### src/rtl/rr_dec_arbiter.sv
// rr_dec_arbiter: round-robin arbiter driving a decoder-with-enable grant path.
// A registered binary owner index is decoded into a one-hot grant, gated by
// gnt_valid. Each grant is held until the owner raises done or drops its
// request, and is always followed by at least one idle bubble cycle.
// Optional feature: define RR_DEC_ARBITER_TIMEOUT_EN to force release of a
// grant held for MAX_HOLD cycles (timeout pulses in that last grant cycle).
// Without the macro, timeout is tied low and grants never expire.
module rr_dec_arbiter #(
    parameter int N        = 4,
    parameter int IDXW     = 2,
    parameter int MAX_HOLD = 15
) (
    input  logic            clk,
    input  logic            rst_n,
    input  logic [N-1:0]    req,
    input  logic            done,
    output logic [IDXW-1:0] gnt_idx,
    output logic [N-1:0]    gnt,
    output logic            gnt_valid,
    output logic            timeout
);

    typedef enum logic {
        IDLE  = 1'b0,
        GRANT = 1'b1
    } state_t;

    state_t          state_q;
    state_t          state_d;
    logic [IDXW-1:0] gnt_idx_q;
    logic [IDXW-1:0] gnt_idx_d;
    logic [IDXW-1:0] last_q;
    logic [IDXW-1:0] last_d;
    logic [IDXW-1:0] pick_idx;
    logic            pick_found;
    logic            owner_release;
    logic            hold_expire;

    // Round-robin search: first requester after the last owner, wrapping within 0..N-1.
    always_comb begin
        int              cand;
        logic [IDXW-1:0] cand_idx;
        pick_idx   = '0;
        pick_found = 1'b0;
        cand       = 0;
        cand_idx   = '0;
        for (int k = 1; k <= N; k++) begin
            cand     = (int'(last_q) + k) % N;
            cand_idx = IDXW'(cand);
            if (!pick_found && req[cand_idx]) begin
                pick_idx   = cand_idx;
                pick_found = 1'b1;
            end
        end
    end

    // The owner gives the resource back by signalling done or withdrawing its request.
    assign owner_release = done | ~req[gnt_idx_q];

`ifdef RR_DEC_ARBITER_TIMEOUT_EN
    localparam int CNTW = $clog2(MAX_HOLD + 1);

    logic [CNTW-1:0] hold_cnt_q;

    // Count cycles already spent in GRANT; idle cycles keep it at zero so each grant starts fresh.
    always_ff @(posedge clk) begin
        if (!rst_n) begin
            hold_cnt_q <= '0;
        end else if (state_q == GRANT) begin
            hold_cnt_q <= hold_cnt_q + CNTW'(1);
        end else begin
            hold_cnt_q <= '0;
        end
    end

    // The counter reaches MAX_HOLD at the edge closing the MAX_HOLD-th grant cycle.
    assign hold_expire = (state_q == GRANT) && (hold_cnt_q == CNTW'(MAX_HOLD - 1));
    // A normal release in the same cycle takes precedence, so no timeout is flagged then.
    assign timeout     = hold_expire & ~owner_release;
`else
    logic unused_max_hold;

    assign unused_max_hold = (MAX_HOLD != 0);
    assign hold_expire     = 1'b0;
    assign timeout         = 1'b0;
`endif

    // State register, owner index and round-robin pointer.
    always_ff @(posedge clk) begin
        if (!rst_n) begin
            state_q   <= IDLE;
            gnt_idx_q <= '0;
            last_q    <= IDXW'(N - 1);
        end else begin
            state_q   <= state_d;
            gnt_idx_q <= gnt_idx_d;
            last_q    <= last_d;
        end
    end

    // Next-state: grant the picked requester from IDLE, release back to IDLE from GRANT.
    always_comb begin
        state_d   = state_q;
        gnt_idx_d = gnt_idx_q;
        last_d    = last_q;
        case (state_q)
            IDLE: begin
                if (pick_found) begin
                    gnt_idx_d = pick_idx;
                    state_d   = GRANT;
                end
            end
            GRANT: begin
                if (owner_release || hold_expire) begin
                    last_d  = gnt_idx_q;
                    state_d = IDLE;
                end
            end
            default: begin
                state_d = IDLE;
            end
        endcase
    end

    assign gnt_valid = (state_q == GRANT);
    assign gnt_idx   = gnt_idx_q;

    // Decoder with enable: only registered signals feed it, so gnt is one-hot or zero.
    always_comb begin
        gnt = '0;
        for (int i = 0; i < N; i++) begin
            gnt[i] = gnt_valid & (gnt_idx_q == IDXW'(i));
        end
    end

endmodule

### config.mk
export PLATFORM = sky130hd
export DESIGN_NAME = rr_dec_arbiter
export DESIGN_NICKNAME = d
export VERILOG_FILES = /design/src/rtl/rr_dec_arbiter.sv
export SDC_FILE = /design/constraint.sdc
export NUM_CORES = 1
export LEC_CHECK = 0
export CAP_MARGIN = 20
export CORE_AREA = 2 2 39 41
export DETAILED_ROUTE_END_ITERATION = 12
export DIE_AREA = 0 0 41 43
export PLACE_DENSITY = 0.51
export SYNTH_ARGS = -nofsm -noshare
export SYNTH_HDL_FRONTEND = slang
export SYNTH_SLANG_ARGS = --single-unit
### constraint.sdc
create_clock -name clk -period 1.6 [get_ports clk]
set_clock_uncertainty 0.2 [all_clocks]
set_input_delay 0.24 -clock clk [delete_from_list [all_inputs] [get_ports clk]]
set_output_delay 0.24 -clock clk [all_outputs]
set_load 0.02 [all_outputs]
==> results by group, run 1 <==
Power and ir drop
  • Pwr/cell area: 803 nW/µm²
  • Leak: 0.000271 µW
  • Maximum vdd drop: 0.312 mV

Worst setup path
  • Worst-path cell chain: nor3b_2 -> clkdlybuf4s15_2
  • Crit Path Category: reg -> out
  • Startpoint types: register
  • Biggest cell delay along the critical path: 0.40 ns
  • Crit path required time: 1.16 ns
  • Arrival @ worst endpoint: 1.10 ns
  • Slowest CP cell: dfxtp_1
  • Crit-path leading delay family: flip-flops
  • Reg-to-Reg Start: gnt_idx[1]
  • CP bufs+invs: 1
  • Crit. Startpoint: gnt_valid
  • Critical path fanouts, max: 6
  • Crit end category: output pin

CTS
  • # H-tree levels: 1
  • Post-CTS Setup Repair Bufs: 0
  • TritonCTS clock tree: built
  • Clk sinks: 5
  • Worst-path clk slew: 0.04 ns
  • Clock tree buffer depth: 2
  • Clock Tree Root: clkbuf_4
  • Worst skew pair latency: 0.24 ns
  • Number of CTS-inserted buffers: 3
  • CTS Hold Buffers Added: 0

Drt
  • Initial DRC Count: 3
  • Post-route DRC: 0
  • Final wirelength: 947 µm
  • Average vias per placed instance: 4.68
  • First-pass DRT Iterations: 3
  • Vias: 412
  • Wire per inst: 10.8 µm
  • Detail Route Antenna Nets: 0

GRT
  • Antenna violations before repair: 0
  • First-pass GRT wire length: 1550 µm
  • Total gr overflow: 0
  • Largest net degree at the start of global routing: 8
  • Vias in the first global route: 391
  • GR Util All Layers: 12.6%

Floorplan
  • Die Footprint: 1760 µm²
  • Rows: 14
  • Die Ht: 43 µm
  • Number of placed I/O pins: 15
  • Starting Density: 26.3%
  • Chip width: 41 µm
  • Core Area: 1380 µm²

Logic synthesis
  • Leading area contributor after synthesis: dfxtp_1
  • Post-synth top area share: 27.5%
  • Yosys cell types: 25
  • Post-synth top flop: dfxtp_1
  • Avg Cell Area, Syn: 7.59 µm²
  • Post-synthesis sequential area ratio: 27.5%
  • Number of enable flip-flop cells after synthesis: 0
  • Synth Cell Area: 364 µm²
  • Synth top area cells: dfxtp_1 27%, mux2i_1 11%, nand2_1 8.2%, nand2b_1 6.9%, o21ai_0 4.1%
  • Post-synth top cells: 8 x nand2_1, 5 x dfxtp_1, 4 x mux2i_1, 4 x nand2b_1, 4 x nor2_1
  • Synth async-reset ratio: 0%
  • Mapped Nets: 55
  • Syn Inst Count: 48
  • Warnings, synthesis: 0
  • Cell with the most instances after synthesis: nand2_1
  • Yosys reg bits: 5

Cells and area
  • Fill count: 159
  • Final net count: 80
  • Ant. Diodes: 0
  • Core Util, Final: 42.7%
  • Share of layout cells above drive strength 1: 31.9%
  • Non-Filler Instances: 88
  • Layout area overhead: 62.2%
  • FF/Latch Area: 103 µm²
  • Multi-input logic area: 256 µm²

Placed design
  • Placer Congestion: 0.737
  • Place WS: -0.140 ns
  • Port buffer count: 13
  • Post-DP HPWL: 767 µm
  • Placed insts: 84

STA
  • Tcrit/Tclk final: 96.5%
  • WHS: 0.383 ns
  • Final setup TNS: 0 ns
  • Fmax: 647 MHz
  • # setup viols final: 0
  • Endpoints failing hold: 0
  • RSZ-0062 raised after global routing: yes
  • Fin. max-slew vios: 0
  • Post-route minimum period: 1.54 ns
  • Worst setup margin: 0.0553 ns

Status
  • Status: finished, final reports clean

Job
  • MaxCap Viol Count: 0

Worst hold path
  • Worst min-delay path startpoint: last_q[0]
  • Path type of the worst min-delay path: reg -> reg
[power breakdown]
part	total, µW	internal (µW)	switching, µW
Sequential	162	141	20.3
Clock	143	94.1	48.5
Combinational	170	89.3	80.7
Total	474	325	150
[final cells by class]
class | instances | area share [%]
Clock buffer | 4 | 4.45
Tap cell | 16 | 3.39
Sequential cell | 5 | 17.4
Multi-Input combinational cell | 40 | 43.4
Timing Repair Buffer | 22 | 30.7
Inverter | 1 | 0.636
[tightest hold or removal path, delay by kind of cell, from the launching register on]
| family | cells | cell delay, ns |
|---|---|---|
| and+or+nand+nor | 1 | 0.06 |
| muxes | 1 | 0.10 |
| DFF | 1 | 0.40 |
[sequential cells by signal (all words and copies together) (netlist names)]
name / count
last_q: 2
gnt_valid: 1
gnt_idx: 2
[cell usage in the layout, fill, tap and decap left out, drive strengths merged, types with 3 or more instances in the layout]
cell type / count
buf: 9
clkbuf: 7
clkdlybuf4s50: 6
dfxtp: 5
mux2i: 4
nand2: 8
nand2b: 4
nor2: 4
o21ai: 3
[through the flow]
| step | cell area (µm²) | total power, µW |
|---|---|---|
| finish | 591 | 474 |
| detailed placement | 569 | 338 |
| global route | 591 | 513 |
| global placement | 569 | 338 |
| CTS | 591 | 479 |
| floorplan | 364 | 248 |
[kinds of logic (layout without fill, tap and decap cells)]
| family | after synthesis | after routing | share of synthesized area, % |
|---|---|---|---|
| buffers and inverters | 3 | 27 | 4.47 |
| other | 1 | 1 | 1.03 |
| flip-flops | 5 | 5 | 27.5 |
| AND/OR/NAND/NOR | 23 | 23 | 33.3 |
| AO/OA/AOI/OAI | 12 | 12 | 22.7 |
| multiplexers | 4 | 4 | 11.0 |
[layer usage]
layer | vias up | routed length, µm | part of all wire, % | track usage [%]
met5 | - | 0 | 0 | 0
met4 | 0 | 0 | 0 | 6.00
met3 | 0 | 31 | 3.3 | 1.57
met2 | 8 | 493 | 52 | 20.9
met1 | 189 | 423 | 45 | 14.8
li1 | 215 | - | - | -
[final timing paths]
check / slack, ns / cells past startpoint / endpoint
max: 0.06 / 2 / gnt[0]
min: 0.38 / 2 / last_q[0]
max reg2reg: 0.09 / 5 / last_q[0]
min reg2reg: 0.38 / 2 / last_q[0]
[timing repair]
item	4_1_cts	5_1_grt
endpoints found under the setup margin	7	7
endpoints found under the hold margin	0	0
cloned	0	0
pin swaps	0	1
gates resized for setup	11	10
Note: power is estimated with default switching activity, not from simulation.
==> run 2: changes to the inputs <==
- CTS_BUF_LIST: default -> sky130_fd_sc_hd__clkbuf_16
==> results by group, run 2 (same netlist as run 1, synthesis figures left out) <==
Cells and area
  • Final net count: 80 (unchanged)
  • FF/Latch Area: 101 µm² (was 103 µm²)
  • Most frequent cells in the layout: 9 x buf_4, 8 x nand2_1 (was 9 x buf_4, 8 x nand2_1, 6 x clkdlybuf4s50_1)
  • Finished layout cell area: 652 µm² (was 591 µm²)
  • Share of layout cells above drive strength 1: 29.2% (was 31.9%)
  • Fill count: 154 (was 159)
  • Non-Filler Instances: 88 (unchanged)
  • Ant. Diodes: 0 (unchanged)
  • Most common cell after layout, fill and taps aside: buf_4 (unchanged)
  • Multi-input logic area: 263 µm² (was 256 µm²)
  • Layout area overhead: 79.0% (was 62.2%)

Floorplan
  • Starting Density: 26.3% (unchanged)
  • Chip width: 41 µm (unchanged)
  • Rows: 14 (unchanged)
  • Die Footprint: 1760 µm² (unchanged)
  • Number of placed I/O pins: 15 (unchanged)
  • Die Ht: 43 µm (unchanged)
  • Core Area: 1380 µm² (unchanged)

Drt
  • First-pass DRT Iterations: 2 (was 3)
  • Average vias per placed instance: 4.70 (was 4.68)
  • Initial DRC Count: 3 (unchanged)
  • Detail Route Antenna Nets: 0 (unchanged)
  • Final wirelength: 960 µm (was 947 µm)
  • Post-route DRC: 0 (unchanged)
  • Vias: 414 (was 412)
  • Wire per inst: 10.9 µm (was 10.8 µm)

Worst setup path
  • Arrival @ worst endpoint: 1.10 ns (about the same)
  • Crit path required time: 1.16 ns (about the same)
  • Crit Path Category: reg -> out (unchanged)
  • Crit end category: output pin (unchanged)
  • Worst reg2reg path depth: 5 (unchanged)
  • Startpoint types: register (unchanged)
  • Slack of the worst reg-to-reg path: 0.09 ns (about the same)
  • Reg-to-Reg Start: gnt_idx[0] (was gnt_idx[1])
  • Critical path fanouts, max: 5 (was 6)
  • Reg2reg end: last_q[1] (was last_q[0])

Power and ir drop
  • Leak: 0.000316 µW (was 0.000271 µW)
  • Pwr/cell area: 1130 nW/µm² (was 803 nW/µm²)
  • Maximum vdd drop: 0.460 mV (was 0.312 mV)

CTS
  • Worst skew pair latency: 0.23 ns (was 0.24 ns)
  • Worst-path clk slew: 0.03 ns (was 0.04 ns)
  • Clk sinks: 5 (unchanged)
  • # H-tree levels: 1 (unchanged)
  • TritonCTS clock tree: built (unchanged)
  • Clock tree buffer depth: 2 (unchanged)
  • CTS Hold Buffers Added: 0 (unchanged)
  • Clock Tree Root: clkbuf_16 (was clkbuf_4)
  • Number of CTS-inserted buffers: 3 (unchanged)
  • Post-CTS Setup Repair Bufs: 0 (unchanged)

Placed design
  • Post-DP HPWL: 767 µm (unchanged)
  • Placed insts: 84 (unchanged)
  • Place WS: -0.140 ns (unchanged)
  • Placed instance area: 569 µm² (unchanged)
  • Placer Congestion: 0.737 (unchanged)
  • Port buffer count: 13 (unchanged)

STA
  • Worst setup margin: 0.0611 ns (was 0.0553 ns)
  • Tcrit/Tclk final: 96.2% (was 96.5%)
  • WHS: 0.328 ns (was 0.383 ns)
  • Fin. max-slew vios: 0 (unchanged)
  • Fmax: 650 MHz (was 647 MHz)
  • Post-route minimum period: 1.54 ns (about the same)
  • Endpoints failing hold: 0 (unchanged)
  • Final setup TNS: 0 ns (unchanged)
  • # setup viols final: 0 (unchanged)

Worst hold path
  • WHS Path Cells: 4 (was 2)
  • Worst hold endpoint: gnt_valid (was last_q[0])
  • Path type of the worst min-delay path: in -> reg (was reg -> reg)
  • Worst min-delay path startpoint: req[1] (was last_q[0])

Job
  • MaxCap Viol Count: 0 (unchanged)

GRT
  • Vias in the first global route: 381 (was 391)
  • GR Util All Layers: 13.0% (was 12.6%)
  • Total gr overflow: 0 (unchanged)
  • Largest net degree at the start of global routing: 8 (unchanged)
  • First-pass GRT wire length: 1570 µm (was 1550 µm)
  • Antenna violations before repair: 0 (unchanged)

Status
  • Status: finished, final reports clean (unchanged)
==> run 2: power breakdown <==
part	switching, µW	internal (µW)	total (µW)
Combinational	82.8	86.3	169
Sequential	19.2	141	160
Clock	82.4	324	406
Total	184	551	735
==> run 2: through the flow <==
stage	utilization [%]	power, µW
after floorplan	-	248
after global placement	41.1	338
after detailed placement	41.1	338
after CTS	46.2	736
after global routing	47.1	773
final	47.1	735
==> run 2: worst max-delay path by stage <==
stage / slack, ns / cells past startpoint / start / endpoint
2_1_floorplan: 0.06 / 1 / gnt_valid / gnt[0]
3_3_place_gp: -0.15 / 5 / req[0] / last_q[1]
3_5_place_dp: -0.14 / 5 / req[0] / last_q[0]
4_1_cts: 0.003 / 2 / gnt_valid / gnt[0]
5_1_grt: -0.02 / 5 / gnt_idx[0] / last_q[1]
6_report: 0.06 / 2 / gnt_idx[0] / gnt_idx[0]
==> run 2: critical path, stage by stage, from the launching register on <==
cell and delay (ns):
dfxtp_1 0.38, buf_4 0.18, clkdlybuf4s15_1 0.31
==> run 2: metal layers <==
layer  part of all wire, %  wire length, µm  track usage (%)
met4                   1.5               14             6.00
met2                    50              477             20.9
met5                     0                0                0
met3                   4.6               44             3.14
met1                    44              423             15.1
==> run 2: cell type report <==
| type | instances | share of cell area [%] |
|---|---|---|
| clock buffer | 3 | 11.5 |
| sequential | 5 | 15.5 |
| timing repair buffer | 22 | 28.4 |
| multi-input combinational | 40 | 40.3 |
| inverter | 1 | 0.576 |
| clock inverter | 1 | 0.576 |
| tap | 16 | 3.07 |
==> run 2: repair_timing <==
action,CTS,global route
gates resized for setup,9,13
pin swaps,0,1
endpoints found under the setup margin,7,8
